### src/rtl/mem_arb_pkg.sv
// Shared types and MMIO address map for the memory arbiter.
// Response-owner states and the decoded peripheral addresses.
package mem_arb_pkg;

  typedef enum logic [1:0] {
    ST_IDLE    = 2'd0,
    ST_IF_RESP = 2'd1,
    ST_LS_RESP = 2'd2
  } state_t;

  localparam logic [9:0] ADDR_SEG0 = 10'h3FF;
  localparam logic [9:0] ADDR_SEG1 = 10'h3FE;
  localparam logic [9:0] ADDR_BTN  = 10'h3EF;

endpackage

### src/rtl/mem_arbiter_btn_sync.sv
// Two-flop synchronizer for asynchronous level inputs.
// Output follows the input after two rising edges of clk.
module btn_sync #(
  parameter int width = 4
) (
  input  logic             clk,
  input  logic             rst,
  input  logic [width-1:0] din,
  output logic [width-1:0] dout
);

  logic [width-1:0] meta_reg;
  logic [width-1:0] sync_reg;

  always_ff @(posedge clk) begin
    if (rst) begin
      meta_reg <= '0;
      sync_reg <= '0;
    end else begin
      meta_reg <= din;
      sync_reg <= meta_reg;
    end
  end

  assign dout = sync_reg;

endmodule

### src/rtl/mem_arbiter.sv
// Round-robin arbiter sharing one synchronous RAM port between fetch and
// load-store, with seven-segment and push-button MMIO on the load-store side.
module mem_arbiter
  import mem_arb_pkg::*;
#(
  parameter int addr_width = 10,
  parameter int data_width = 32
) (
  input  logic                  clk,
  input  logic                  rst,
  input  logic                  if_req,
  input  logic [addr_width-1:0] if_addr,
  output logic                  if_gnt,
  output logic                  if_rvalid,
  output logic [data_width-1:0] if_rdata,
  input  logic                  ls_req,
  input  logic                  ls_we,
  input  logic [addr_width-1:0] ls_addr,
  input  logic [data_width-1:0] ls_wdata,
  output logic                  ls_gnt,
  output logic                  ls_rvalid,
  output logic [data_width-1:0] ls_rdata,
  output logic                  mem_en,
  output logic                  mem_we,
  output logic [addr_width-1:0] mem_addr,
  output logic [data_width-1:0] mem_wdata,
  input  logic [data_width-1:0] mem_rdata,
  input  logic [3:0]            btn_in,
  output logic [7:0]            seg0,
  output logic [7:0]            seg1
);

  localparam logic [addr_width-1:0] SEG0_A = addr_width'(ADDR_SEG0);
  localparam logic [addr_width-1:0] SEG1_A = addr_width'(ADDR_SEG1);
  localparam logic [addr_width-1:0] BTN_A  = addr_width'(ADDR_BTN);

  state_t          state_reg, state_next;
  logic            ls_prio_reg, ls_prio_next;
  logic [7:0]      seg0_reg, seg1_reg;
  logic            btn_rd_reg;
  logic [3:0]      btn_data_reg;
  logic [3:0]      btn_synced;
  logic [data_width-1:0] if_hold_reg, ls_hold_reg;
  logic            seg0_hit, seg1_hit, btn_hit, ls_mmio;

  btn_sync #(.width(4)) u_btn_sync (
    .clk  (clk),
    .rst  (rst),
    .din  (btn_in),
    .dout (btn_synced)
  );

  // ls_prio_reg set means LS wins the next contended cycle.
  always_comb begin
    if_gnt = 1'b0;
    ls_gnt = 1'b0;
    if (!rst) begin
      if (if_req && ls_req) begin
        if (ls_prio_reg) ls_gnt = 1'b1;
        else             if_gnt = 1'b1;
      end else if (ls_req) begin
        ls_gnt = 1'b1;
      end else if (if_req) begin
        if_gnt = 1'b1;
      end
    end
  end

  assign seg0_hit = ls_we && (ls_addr == SEG0_A);
  assign seg1_hit = ls_we && (ls_addr == SEG1_A);
  assign btn_hit  = !ls_we && (ls_addr == BTN_A);
  assign ls_mmio  = seg0_hit || seg1_hit || btn_hit;

  always_comb begin
    mem_en    = 1'b0;
    mem_we    = 1'b0;
    mem_addr  = '0;
    mem_wdata = '0;
    if (if_gnt) begin
      mem_en   = 1'b1;
      mem_addr = if_addr;
    end else if (ls_gnt && !ls_mmio) begin
      mem_en    = 1'b1;
      mem_we    = ls_we;
      mem_addr  = ls_addr;
      mem_wdata = ls_wdata;
    end
  end

  // Next state depends only on this cycle's grant, so responses pipeline.
  always_comb begin
    state_next   = ST_IDLE;
    ls_prio_next = ls_prio_reg;
    if (if_gnt) begin
      state_next   = ST_IF_RESP;
      ls_prio_next = 1'b1;
    end else if (ls_gnt) begin
      ls_prio_next = 1'b0;
      if (!ls_we) state_next = ST_LS_RESP;
    end
  end

  assign if_rvalid = !rst && (state_reg == ST_IF_RESP);
  assign ls_rvalid = !rst && (state_reg == ST_LS_RESP);

  always_comb begin
    if_rdata = '0;
    ls_rdata = '0;
    if (!rst) begin
      if_rdata = if_rvalid ? mem_rdata : if_hold_reg;
      if (ls_rvalid) begin
        ls_rdata = btn_rd_reg ? {{(data_width-4){1'b0}}, btn_data_reg} : mem_rdata;
      end else begin
        ls_rdata = ls_hold_reg;
      end
    end
  end

  always_ff @(posedge clk) begin
    if (rst) begin
      state_reg    <= ST_IDLE;
      ls_prio_reg  <= 1'b1;
      seg0_reg     <= '0;
      seg1_reg     <= '0;
      btn_rd_reg   <= 1'b0;
      btn_data_reg <= '0;
      if_hold_reg  <= '0;
      ls_hold_reg  <= '0;
    end else begin
      state_reg   <= state_next;
      ls_prio_reg <= ls_prio_next;
      btn_rd_reg  <= ls_gnt && btn_hit;
      if (ls_gnt && btn_hit)  btn_data_reg <= btn_synced;
      if (ls_gnt && seg0_hit) seg0_reg <= ls_wdata[7:0];
      if (ls_gnt && seg1_hit) seg1_reg <= ls_wdata[7:0];
      if (if_rvalid) if_hold_reg <= if_rdata;
      if (ls_rvalid) ls_hold_reg <= ls_rdata;
    end
  end

  assign seg0 = seg0_reg;
  assign seg1 = seg1_reg;

endmodule

### config.mk
export PLATFORM = sky130hd
export DESIGN_NAME = mem_arbiter
export DESIGN_NICKNAME = d
export VERILOG_FILES = /design/src/rtl/mem_arb_pkg.sv /design/src/rtl/mem_arbiter_btn_sync.sv /design/src/rtl/mem_arbiter.sv
export SDC_FILE = /design/constraint.sdc
export NUM_CORES = 1
export LEC_CHECK = 0
export CORE_MARGIN = 2
export CORE_UTILIZATION = 34
export DETAILED_ROUTE_END_ITERATION = 8
export MAX_ROUTING_LAYER = met4
export PLACE_DENSITY_LB_ADDON = 0.1
export SLEW_MARGIN = 0
export SYNTH_ARGS = -nofsm -noshare
export SYNTH_HDL_FRONTEND = slang
export SYNTH_SLANG_ARGS = --single-unit
### constraint.sdc
create_clock -name clk -period 5.5 [get_ports clk]
set_input_delay 0.55 -clock clk [delete_from_list [all_inputs] [get_ports clk]]
set_output_delay 0.55 -clock clk [all_outputs]
set_load 0.05 [all_outputs]
==> results.toml <==
[worst_setup_path]
worstPathMaxFanout = 41
slowest_stage = "clkdlybuf4s50_1"
cp_top_family = "buffers and inverters"
critPathCaptureType = "primary output"
required_ns = 4.95
r2r-start = "ls_prio_reg"
max_stage_delay_ns = 0.81
r2r_end = "seg0[7]"
crit_chain = "clkdlybuf4s50_1 > nor2b_1 > or3b_1 > a21oi_2 > buf_4 > and2_1 > clkdlybuf4s50_1"
crit_path_start_kind = "input port"
worst_ep_arrival_time_ns = 3.06
path_common_cell = "clkdlybuf4s50_1"
reg2regPathDepth = 5
crit_type = "in2out"
r2r_setup_slack_ns = 3.42
crit_buf_inv = 3

[power_and_ir_drop]
power_mw = 1.65
p_leak_nw = 2.41
p_per_area_nw_per_um2 = 242
ir_worst_vdd_v = 0.000147

[cts]
cts_buffers = 9
cts_root_buf = "clkbuf_16"
post_cts_buffers = 0
cts.sinks = 96
cts_resized = 0
clk_pin_slew_ns = 0.06
cts_tree = "done"
worstSkewPairLatency_ns = 0.33
htreeDepth = 3
hold_buffers = 0
clock_path_buffers = 2

[yosys]
netlist_instances = 519
syn_nets = 612
yosys_warnings = 0
syn_area_um2 = 4260
ys_types = 26
ys_seq_elements = 96
syn_avg_cell_area_um2 = 8.21
seq_area_frac_synth = 0.451

[global_route]
antenna_found_initial = 0
grt_pass1_wl_um = 20100
grt_pass1_vias = 4238
grt_overflow = 0
track_usage = 0.197
grt_max_degree = 115

[sta]
slew_headroom = 0.247
min_period_ns = 3.61
hold_violations = 0
slew_violations = 0
skew_ns = 0.00726
tightestPinTransition_ns = 1.13
tns_ns = 0
rsz0062_at_grt = "false"
max_freq_mhz = 277
period_share = 0.657
setup_viol = 0

[detailed_routing]
detail_route.wl_per_cell_um = 14.6
drc = 0
drt_iter0_markers = 232
vias = 4270
final_antenna_net_count = 0
drt-total-wl_um = 12900
drt_first_pass_iters = 4
vias_per_cell = 4.82

[floorplan]
die_y_um = 116
start_util = 0.352
dieWidth_um = 116
num_rows = 40
core-area_um2 = 12100
die_area_um2 = 13400
ios = 221

[min_path]
worstHoldPathCells = 1
holdPathEnd = "u_btn_sync.dout[3]"
min_from = "u_btn_sync.meta_reg[3]"
hold_class = "reg2reg"

[placed_design]
place_congestion = 0.772
dp_cells = 870
dpl.hpwl_um = 9260
dpl-instance-area_um2 = 6560
io_buffers = 220

[layout]
fin_cells = 885
fillers = 1132
num_antenna_cells = 0
fin_util = 0.563
final_area_um2 = 6820
drive_above_1_share = 0.0669
regArea_um2 = 1920
final_nets = 806
area_growth_pct = 60.2
multiInputGateArea_um2 = 2170

[flow_run]
cap_viol_max_count = 0

[run_status]
outcome = "completed"
==> metal layers <==
metal,GRT usage,share of wire,vias up
li1,-,-,2160
met1,0.231,0.43,1960
met2,0.345,0.51,140
met4,0.0524,0.010,0
met3,0.0382,0.051,10
met5,-,0,-
==> cells in the final DEF (no fill, tap or decap), types with 8 or more instances in the layout <==
cell | Yosys | final
nand2_1 | 96 | 96
a21oi_1 | 122 | 121
a211oi_1 | 10 | 10
a22o_1 | 8 | 8
dfxtp_1 | 96 | 96
clkbuf_16 | 0 | 9
nor2_1 | 10 | 10
nand3b_1 | 28 | 28
and2_1 | 33 | 33
nor2b_1 | 31 | 29
mux2_2 | 20 | 20
clkdlybuf4s50_1 | 0 | 219
==> cells in the mapped netlist, drive strengths merged <==
master    n  area share
a21oi   122        0.14
dfxtp    96        0.45
nand2    96       0.085
clkbuf   35       0.031
and2     33       0.048
nor2b    31       0.046
nand3b   28       0.049
mux2     20       0.053
a211oi   10       0.018
nor2     10      0.0088
a22o      8       0.016
buf       8      0.0094
mux2i     4      0.0094
inv       3      0.0026
a32o      2      0.0047
nand2b    2      0.0029
nand4     2      0.0029
o21ai     2      0.0024
or2       2      0.0029
or3b      2      0.0041
and4      1      0.0021
nor3      1      0.0024
nor4      1      0.0050
==> how the worst max path moves through the flow <==
| stage | startpoint | to | slack (ns) | cells past startpoint |
|---|---|---|---|---|
| floorplan | rst | mem_we | 2.53 | 6 |
| CTS | if_req | mem_wdata[8] | 1.87 | 7 |
| finish | if_req | mem_wdata[20] | 1.89 | 7 |
| detailed placement | if_req | mem_wdata[8] | 1.87 | 7 |
| global route | if_req | mem_wdata[21] | 1.76 | 7 |
| global placement | if_req | mem_wdata[8] | 1.92 | 7 |
==> logic make-up after synthesis <==
kind of cell / Yosys count / share of synthesized area
AO/OA/AOI/OAI: 144 / 0.184
buffers and inverters: 46 / 0.0429
flip-flops: 96 / 0.451
multiplexers: 24 / 0.0623
AND/OR/NAND/NOR: 209 / 0.259
==> power by group <==
part / internal [mW] / switching, mW / leakage, nW
sequential: 0.716 / 0.00579 / 0.780
combinational: 0.145 / 0.220 / 1.49
clock: 0.316 / 0.249 / 0.132
==> layout make-up <==
class | instances | share of cell area
clock buffers | 12 | 0.0361
clock inverters | 3 | 0.00275
inverters | 3 | 0.00165
multi-input cells | 377 | 0.318
flip-flops and latches | 96 | 0.282
well taps | 168 | 0.0308
repair buffers | 226 | 0.329
==> per-stage QoR <==
| stage | hold slack, ns | worst slack, ns |
|---|---|---|
| 5_1_grt | 0.458 | 1.76 |
| 6_report | 0.435 | 1.89 |
| 2_1_floorplan | 0.414 | 2.53 |
| 3_3_place_gp | 0.422 | 1.92 |
| 4_1_cts | 0.440 | 1.87 |
| 3_5_place_dp | 0.425 | 1.87 |
Note: power is estimated with default switching activity, not from simulation.
